==> config.mk <==
export PLATFORM = sky130hd
export DESIGN_NAME = qubit_prob_pwm
export DESIGN_NICKNAME = d
export VERILOG_FILES = /design/src/rtl/qsim_pkg.sv /design/src/rtl/pwm_channel.sv /design/src/rtl/qubit_prob_pwm.sv
export SDC_FILE = /design/constraint.sdc
export NUM_CORES = 2
export LEC_CHECK = 0
export ABC_AREA = 1
export CAP_MARGIN = 0
export CORE_ASPECT_RATIO = 1.2
export CORE_MARGIN = 5
export CORE_UTILIZATION = 30
export CTS_CLUSTER_SIZE = 30
export DETAILED_ROUTE_END_ITERATION = 16
export SLEW_MARGIN = 20
export SYNTH_ARGS = -nofsm -noshare
export SYNTH_HDL_FRONTEND = slang
export SYNTH_SLANG_ARGS = --single-unit
export TNS_END_PERCENT = 5
==> constraint.sdc <==
create_clock -name clk -period 11.1 [get_ports clk]
set_clock_uncertainty 0.05 [all_clocks]
set_input_delay 2.22 -clock clk [delete_from_list [all_inputs] [get_ports clk]]
set_output_delay 2.22 -clock clk [all_outputs]
set_load 0.005 [all_outputs]
==> src/rtl/qsim_pkg.sv <==
// Shared fixed-point constants, types, FSM encoding and multiply-shift helper
// for the qubit probability / PWM demo.
package qsim_pkg;
    localparam int W     = 13;
    localparam int FRAC  = 11;
    localparam int ONE   = 1 << FRAC;
    localparam int HCOEF = 1448;

    typedef logic signed [W-1:0] amp_t;
    typedef logic        [W-1:0] prob_t;

    typedef enum logic [1:0] {
        ST_IDLE = 2'd0,
        ST_MIX  = 2'd1,
        ST_SQR  = 2'd2,
        ST_SUM  = 2'd3
    } dp_state_e;

    // Signed product then arithmetic right shift, so results round toward minus infinity.
    function automatic logic signed [31:0] mul_shift(input logic signed [31:0] a,
                                                     input logic signed [31:0] b,
                                                     input int                 sh);
        logic signed [63:0] prod;
        prod = 64'(a) * 64'(b);
        return 32'(prod >>> sh);
    endfunction
endpackage

==> src/rtl/pwm_channel.sv <==
// One PWM output: a pending threshold captured from each result and an active
// threshold that only changes at the period wrap, so the duty never changes mid-period.
module pwm_channel #(
    parameter int PERIOD = 1000,
    parameter int CNT_W  = $clog2(PERIOD + 1)
) (
    input  logic             clk,
    input  logic             reset,
    input  logic             tick_i,
    input  logic [CNT_W-1:0] cnt_next_i,
    input  logic             load_i,
    input  logic [CNT_W-1:0] thr_i,
    output logic             pwm_o
);
    logic [CNT_W-1:0] pend_q, pend_d;
    logic [CNT_W-1:0] act_q, act_d;
    logic             pwm_q, pwm_d;

    always_comb begin
        pend_d = load_i ? thr_i : pend_q;
        // A result landing on the wrap edge goes straight into the new period.
        act_d  = tick_i ? pend_d : act_q;
        pwm_d  = (cnt_next_i < act_d);
    end

    always_ff @(posedge clk or posedge reset) begin
        if (reset) begin
            pend_q <= '0;
            act_q  <= '0;
            pwm_q  <= 1'b0;
        end else begin
            pend_q <= pend_d;
            act_q  <= act_d;
            pwm_q  <= pwm_d;
        end
    end

    assign pwm_o = pwm_q;
endmodule

==> src/rtl/qubit_prob_pwm.sv <==
// Single-qubit measurement demo: optional Hadamard, |amp|^2 probabilities, two PWM outputs.
// state | meaning
// IDLE  | ready; captures amplitudes and apply_h on in_valid
// MIX   | Hadamard (or pass-through) into a0/b0/a1/b1
// SQR   | square each real/imaginary component
// SUM   | add, saturate to 1.0, publish p0/p1 and PWM thresholds
module qubit_prob_pwm #(
    parameter int W      = qsim_pkg::W,
    parameter int FRAC   = qsim_pkg::FRAC,
    parameter int HCOEF  = qsim_pkg::HCOEF,
    parameter int PERIOD = 2_500_000
) (
    input  logic                clk,
    input  logic                reset,
    input  logic                in_valid,
    output logic                in_ready,
    input  logic                apply_h,
    input  logic signed [W-1:0] x0,
    input  logic signed [W-1:0] y0,
    input  logic signed [W-1:0] x1,
    input  logic signed [W-1:0] y1,
    output logic        [W-1:0] p0,
    output logic        [W-1:0] p1,
    output logic                prob_valid,
    output logic                pwm0,
    output logic                pwm1,
    output logic                period_tick
);
    import qsim_pkg::*;

    localparam int SW    = W + 1;
    localparam int SQ_W  = 2 * SW - FRAC;
    localparam int CNT_W = $clog2(PERIOD + 1);
    localparam int SAT   = 1 << FRAC;

    dp_state_e            state_q, state_d;
    logic signed [W-1:0]  x0_q, y0_q, x1_q, y1_q;
    logic                 h_q;
    logic signed [SW-1:0] sx, sy, dx, dy;
    logic signed [SW-1:0] a0_q, b0_q, a1_q, b1_q;
    logic signed [SW-1:0] a0_d, b0_d, a1_d, b1_d;
    logic [SQ_W-1:0]      sa0_q, sb0_q, sa1_q, sb1_q;
    logic [SQ_W-1:0]      sa0_d, sb0_d, sa1_d, sb1_d;
    logic [31:0]          s0, s1, s0_sat, s1_sat;
    logic [W-1:0]         p0_q, p1_q, p0_d, p1_d;
    logic [CNT_W-1:0]     thr0, thr1, cnt_q, cnt_d;
    logic                 pv_q, pv_d, accept, load;

    always_comb begin
        state_d = state_q;
        accept  = 1'b0;
        case (state_q)
            ST_IDLE: begin
                if (in_valid) begin
                    state_d = ST_MIX;
                    accept  = 1'b1;
                end
            end
            ST_MIX:  state_d = ST_SQR;
            ST_SQR:  state_d = ST_SUM;
            ST_SUM:  state_d = ST_IDLE;
            default: state_d = ST_IDLE;
        endcase
    end

    assign load = (state_q == ST_SUM);
    assign pv_d = load;

    always_comb begin
        sx = SW'(x0_q) + SW'(x1_q);
        sy = SW'(y0_q) + SW'(y1_q);
        dx = SW'(x0_q) - SW'(x1_q);
        dy = SW'(y0_q) - SW'(y1_q);
        if (h_q) begin
            a0_d = SW'(mul_shift(32'(sx), HCOEF, FRAC));
            b0_d = SW'(mul_shift(32'(sy), HCOEF, FRAC));
            a1_d = SW'(mul_shift(32'(dx), HCOEF, FRAC));
            b1_d = SW'(mul_shift(32'(dy), HCOEF, FRAC));
        end else begin
            a0_d = SW'(x0_q);
            b0_d = SW'(y0_q);
            a1_d = SW'(x1_q);
            b1_d = SW'(y1_q);
        end
    end

    always_comb begin
        sa0_d = SQ_W'(mul_shift(32'(a0_q), 32'(a0_q), FRAC));
        sb0_d = SQ_W'(mul_shift(32'(b0_q), 32'(b0_q), FRAC));
        sa1_d = SQ_W'(mul_shift(32'(a1_q), 32'(a1_q), FRAC));
        sb1_d = SQ_W'(mul_shift(32'(b1_q), 32'(b1_q), FRAC));
    end

    // Unnormalised states clip at 1.0 rather than being renormalised.
    always_comb begin
        s0     = 32'(sa0_q) + 32'(sb0_q);
        s1     = 32'(sa1_q) + 32'(sb1_q);
        s0_sat = (s0 > 32'(SAT)) ? 32'(SAT) : s0;
        s1_sat = (s1 > 32'(SAT)) ? 32'(SAT) : s1;
        p0_d   = W'(s0_sat);
        p1_d   = W'(s1_sat);
        thr0   = CNT_W'((64'(PERIOD) * 64'(s0_sat)) >> FRAC);
        thr1   = CNT_W'((64'(PERIOD) * 64'(s1_sat)) >> FRAC);
    end

    assign period_tick = (cnt_q == CNT_W'(PERIOD - 1));
    assign cnt_d       = period_tick ? '0 : cnt_q + CNT_W'(1);

    always_ff @(posedge clk or posedge reset) begin
        if (reset) begin
            state_q <= ST_IDLE;
            x0_q    <= '0;
            y0_q    <= '0;
            x1_q    <= '0;
            y1_q    <= '0;
            h_q     <= 1'b0;
            a0_q    <= '0;
            b0_q    <= '0;
            a1_q    <= '0;
            b1_q    <= '0;
            sa0_q   <= '0;
            sb0_q   <= '0;
            sa1_q   <= '0;
            sb1_q   <= '0;
            p0_q    <= '0;
            p1_q    <= '0;
            pv_q    <= 1'b0;
            cnt_q   <= '0;
        end else begin
            state_q <= state_d;
            pv_q    <= pv_d;
            cnt_q   <= cnt_d;
            if (accept) begin
                x0_q <= x0;
                y0_q <= y0;
                x1_q <= x1;
                y1_q <= y1;
                h_q  <= apply_h;
            end
            if (state_q == ST_MIX) begin
                a0_q <= a0_d;
                b0_q <= b0_d;
                a1_q <= a1_d;
                b1_q <= b1_d;
            end
            if (state_q == ST_SQR) begin
                sa0_q <= sa0_d;
                sb0_q <= sb0_d;
                sa1_q <= sa1_d;
                sb1_q <= sb1_d;
            end
            if (load) begin
                p0_q <= p0_d;
                p1_q <= p1_d;
            end
        end
    end

    assign in_ready   = (state_q == ST_IDLE);
    assign prob_valid = pv_q;
    assign p0         = p0_q;
    assign p1         = p1_q;

    pwm_channel #(.PERIOD(PERIOD), .CNT_W(CNT_W)) u_pwm0 (
        .clk        (clk),
        .reset      (reset),
        .tick_i     (period_tick),
        .cnt_next_i (cnt_d),
        .load_i     (load),
        .thr_i      (thr0),
        .pwm_o      (pwm0)
    );

    pwm_channel #(.PERIOD(PERIOD), .CNT_W(CNT_W)) u_pwm1 (
        .clk        (clk),
        .reset      (reset),
        .tick_i     (period_tick),
        .cnt_next_i (cnt_d),
        .load_i     (load),
        .thr_i      (thr1),
        .pwm_o      (pwm1)
    );
endmodule
==> metrics.md <==
| Metric | Value |
|---|---|
| Worst slew margin | 0.244 |
| Final min period | between 8 and 9 ns |
| Total negative slack | 0 ns |
| Initial Util | 0.301 |
| Routed wire per std cell | 14.9 microns |
| Cell mode on critical path | nand2_1 |
| First-pass GRT wire length | ~250,000 microns |
| Critical path startpoint category | register |
| Post-synth EDFFs | 0 |
| CTS tree | built |
| ANT nets after route | 0 |
| Synth top cells by count | 1,805 x inv_1, 1,358 x nand2_1, 998 x fa_1 |
| Maximum clock path buffer count | 3 |
| Routed wire length | 150,000 microns |
| Die Area | 0.215 sq mm |
| Fin. max-slew vios | 0 |
| Core area | between 0.2 and 0.25 sq mm |
| Antenna violations before repair | 6 |
| Total CTS buffers | 42 |
| Worst skew pair latency | roughly 0.6 ns |
| RSZ-0062 raised after global routing | false |
| Synth top area share | 0.323 |
| Worst-path clk slew | roughly 0.060 ns |
| WP buf/inv | 8 |
| Synthesis-stage register bit count | 318 |
| Cell with the most instances after synthesis | inv_1 |
| Cell Rows | between 150 and 200 |
| Post-Syn Instances | 7,303 |
| Slowest CP cell | a21oi_1 |
| CTS sink count | approximately 320 |
| Die height | 507 microns |
| WP data arrival | just over 9 ns |
| Horiz. Die Dim | 424 microns |
| Post-DP HPWL | approximately 130,000 microns |
| Vias | between 40,000 and 50,000 |
| DR pass1 iterations | 5 |
| Status | complete, no violations |
| Clk root buf | clkbuf_16 |
| Nets | ~9,300 |
| GRT overflow | 0 |
| Ports | 87 |
| Period utilization | 0.805 |
| Largest net degree at the start of global routing | 80 |
| Actual slew at the worst max-slew pin | ~1.1 ns |
| Delay-heaviest family, CP | adder cells |
| Post-CTS Setup Bufs | 0 |
| Peak Freq | between 100 and 150 MHz |
| Fin. Hold Viols | 0 |
| Initial DRC Count | 2,161 |
| Critical Path RT | about 11 ns |
| Critical path type | register to register |
| Post-synth top flop | dfrtp_1 |
| Gpl congestion | between 0.8 and 0.9 |
| Synth Warn # | 0 |
| Share of cells above drive strength 1 | 0.0363 |
| Hold Slack | 0.420 ns |
| Design Area, Final | around 0.067 sq mm |
| DP Area | 0.0659 sq mm |
| Area Growth Syn to Fin | 9.05% |
| Synth area leaders | fa_1 32%, ha_1 18%, dfrtp_1 13%, inv_1 11%, nand2_1 8.3% |
| Vias in the first global route | approximately 50,000 |
| Slowest stage delay, CP | 0.69 ns |
| Final setup fails | 0 |
| CP endpoint kind | register |
| Post_cts resized | 0 |
| Post-Syn Area | between 0.06 and 0.07 sq mm |
| Synth Area per Inst | 8.46 sq um |
| Drt via density | ~4.6 |
| Sequential area share after synthesis | 0.129 |
| DRC | 0 |
| Port Buffers | 86 |
| GRT Overall Usage | 0.143 |
| Depth of the CTS H-tree | 2 |
| Worst hold path class | register to register |
| CTS Hold Bufs | 0 |
| Crit path max fanout | 9 |
| Maxcap violations | 0 |
| Fin util | 0.329 |
| Asr flop ratio synth | 1.00 |
| Yosys cell types | 62 |
| Largest area contributor in the netlist | fa_1 |
==> final timing paths <==
kind	depth (start not counted)	startpoint	slack [ns]	to
max	44	sa1_q[0]	2.17	u_pwm1.pwm_o
min	2	u_pwm1.act_q[7]	0.42	u_pwm1.act_q[7]
max reg2reg	44	sa1_q[0]	2.17	u_pwm1.pwm_o
min reg2reg	2	u_pwm1.act_q[7]	0.42	u_pwm1.act_q[7]
max in group asynchronous	4	reset	7.09	p1[6]
min in group asynchronous	2	reset	2.13	prob_valid
==> per-stage QoR <==
step           setup WS, ns  cells
2_1_floorplan        0.0304   7362
5_1_grt                1.40  10100
6_report               2.17  10100
3_5_place_dp           2.31   9996
4_1_cts                2.25  10100
3_3_place_gp           2.41   9996
==> placed cells by master, fill, tap and decap left out, drive strengths merged, types with 130 or more instances in the layout <==
| cell | count |
|---|---|
| inv | 1826 |
| nand2 | 1389 |
| fa | 998 |
| ha | 877 |
| a21oi | 358 |
| dfrtp | 318 |
| nor2 | 300 |
| o21ai | 258 |
| nand3 | 219 |
| xor2 | 130 |
==> area by class of cell <==
class                           count  area [sq um]
Fill cell                       21500        138000
Sequential cell                   318          7960
Clock inverter                     20           317
Multi-Input combinational cell   5077         46700
Antenna cell                        1          2.50
Clock buffer                       56          1190
Inverter                         1825          6860
Timing Repair Buffer              108          1030
Tap cell                         2668          3340
==> state kept, by name, summed over array words and instances (netlist names), 13 cells and up <==
name,count
a0_q,14
a1_q,14
b0_q,14
b1_q,14
cnt_q,22
p0,13
p1,13
sa0_q,17
sa1_q,17
sb0_q,17
sb1_q,17
u_pwm0.act_q,22
u_pwm0.pend_q,22
u_pwm1.act_q,22
u_pwm1.pend_q,22
x0_q,13
x1_q,13
y0_q,13
y1_q,13
==> logic make-up (layout without fill, tap and decap cells) <==
group           count (synthesis)  after routing  share of synthesized area
simple gates                 2110           2110                      0.143
buf+inv                      1967           2009                      0.120
fa+ha+maj                    1875           1875                      0.501
compound gates                797            797                     0.0730
flops                         318            318                      0.129
xor+xnor                      209            209                     0.0296
mux                            26             26                    0.00474
other cells                     1             61                  0.0000607
==> tightest hold or removal path, stage by stage (launching register included) <==
cell     delay [ns]
dfrtp_1        0.32
nand2_1        0.06
nand2_1        0.06
==> layer usage <==
layer  track usage  routed length [microns]
met2         0.258                    75000
met4        0.0280                     2980
met1         0.184                    67200
met3        0.0150                     5200
met5             0                        0
Power is left out: the tool's default activity adds up to more than one toggle a clock period on the data nets, which glitch-free logic cannot reach.
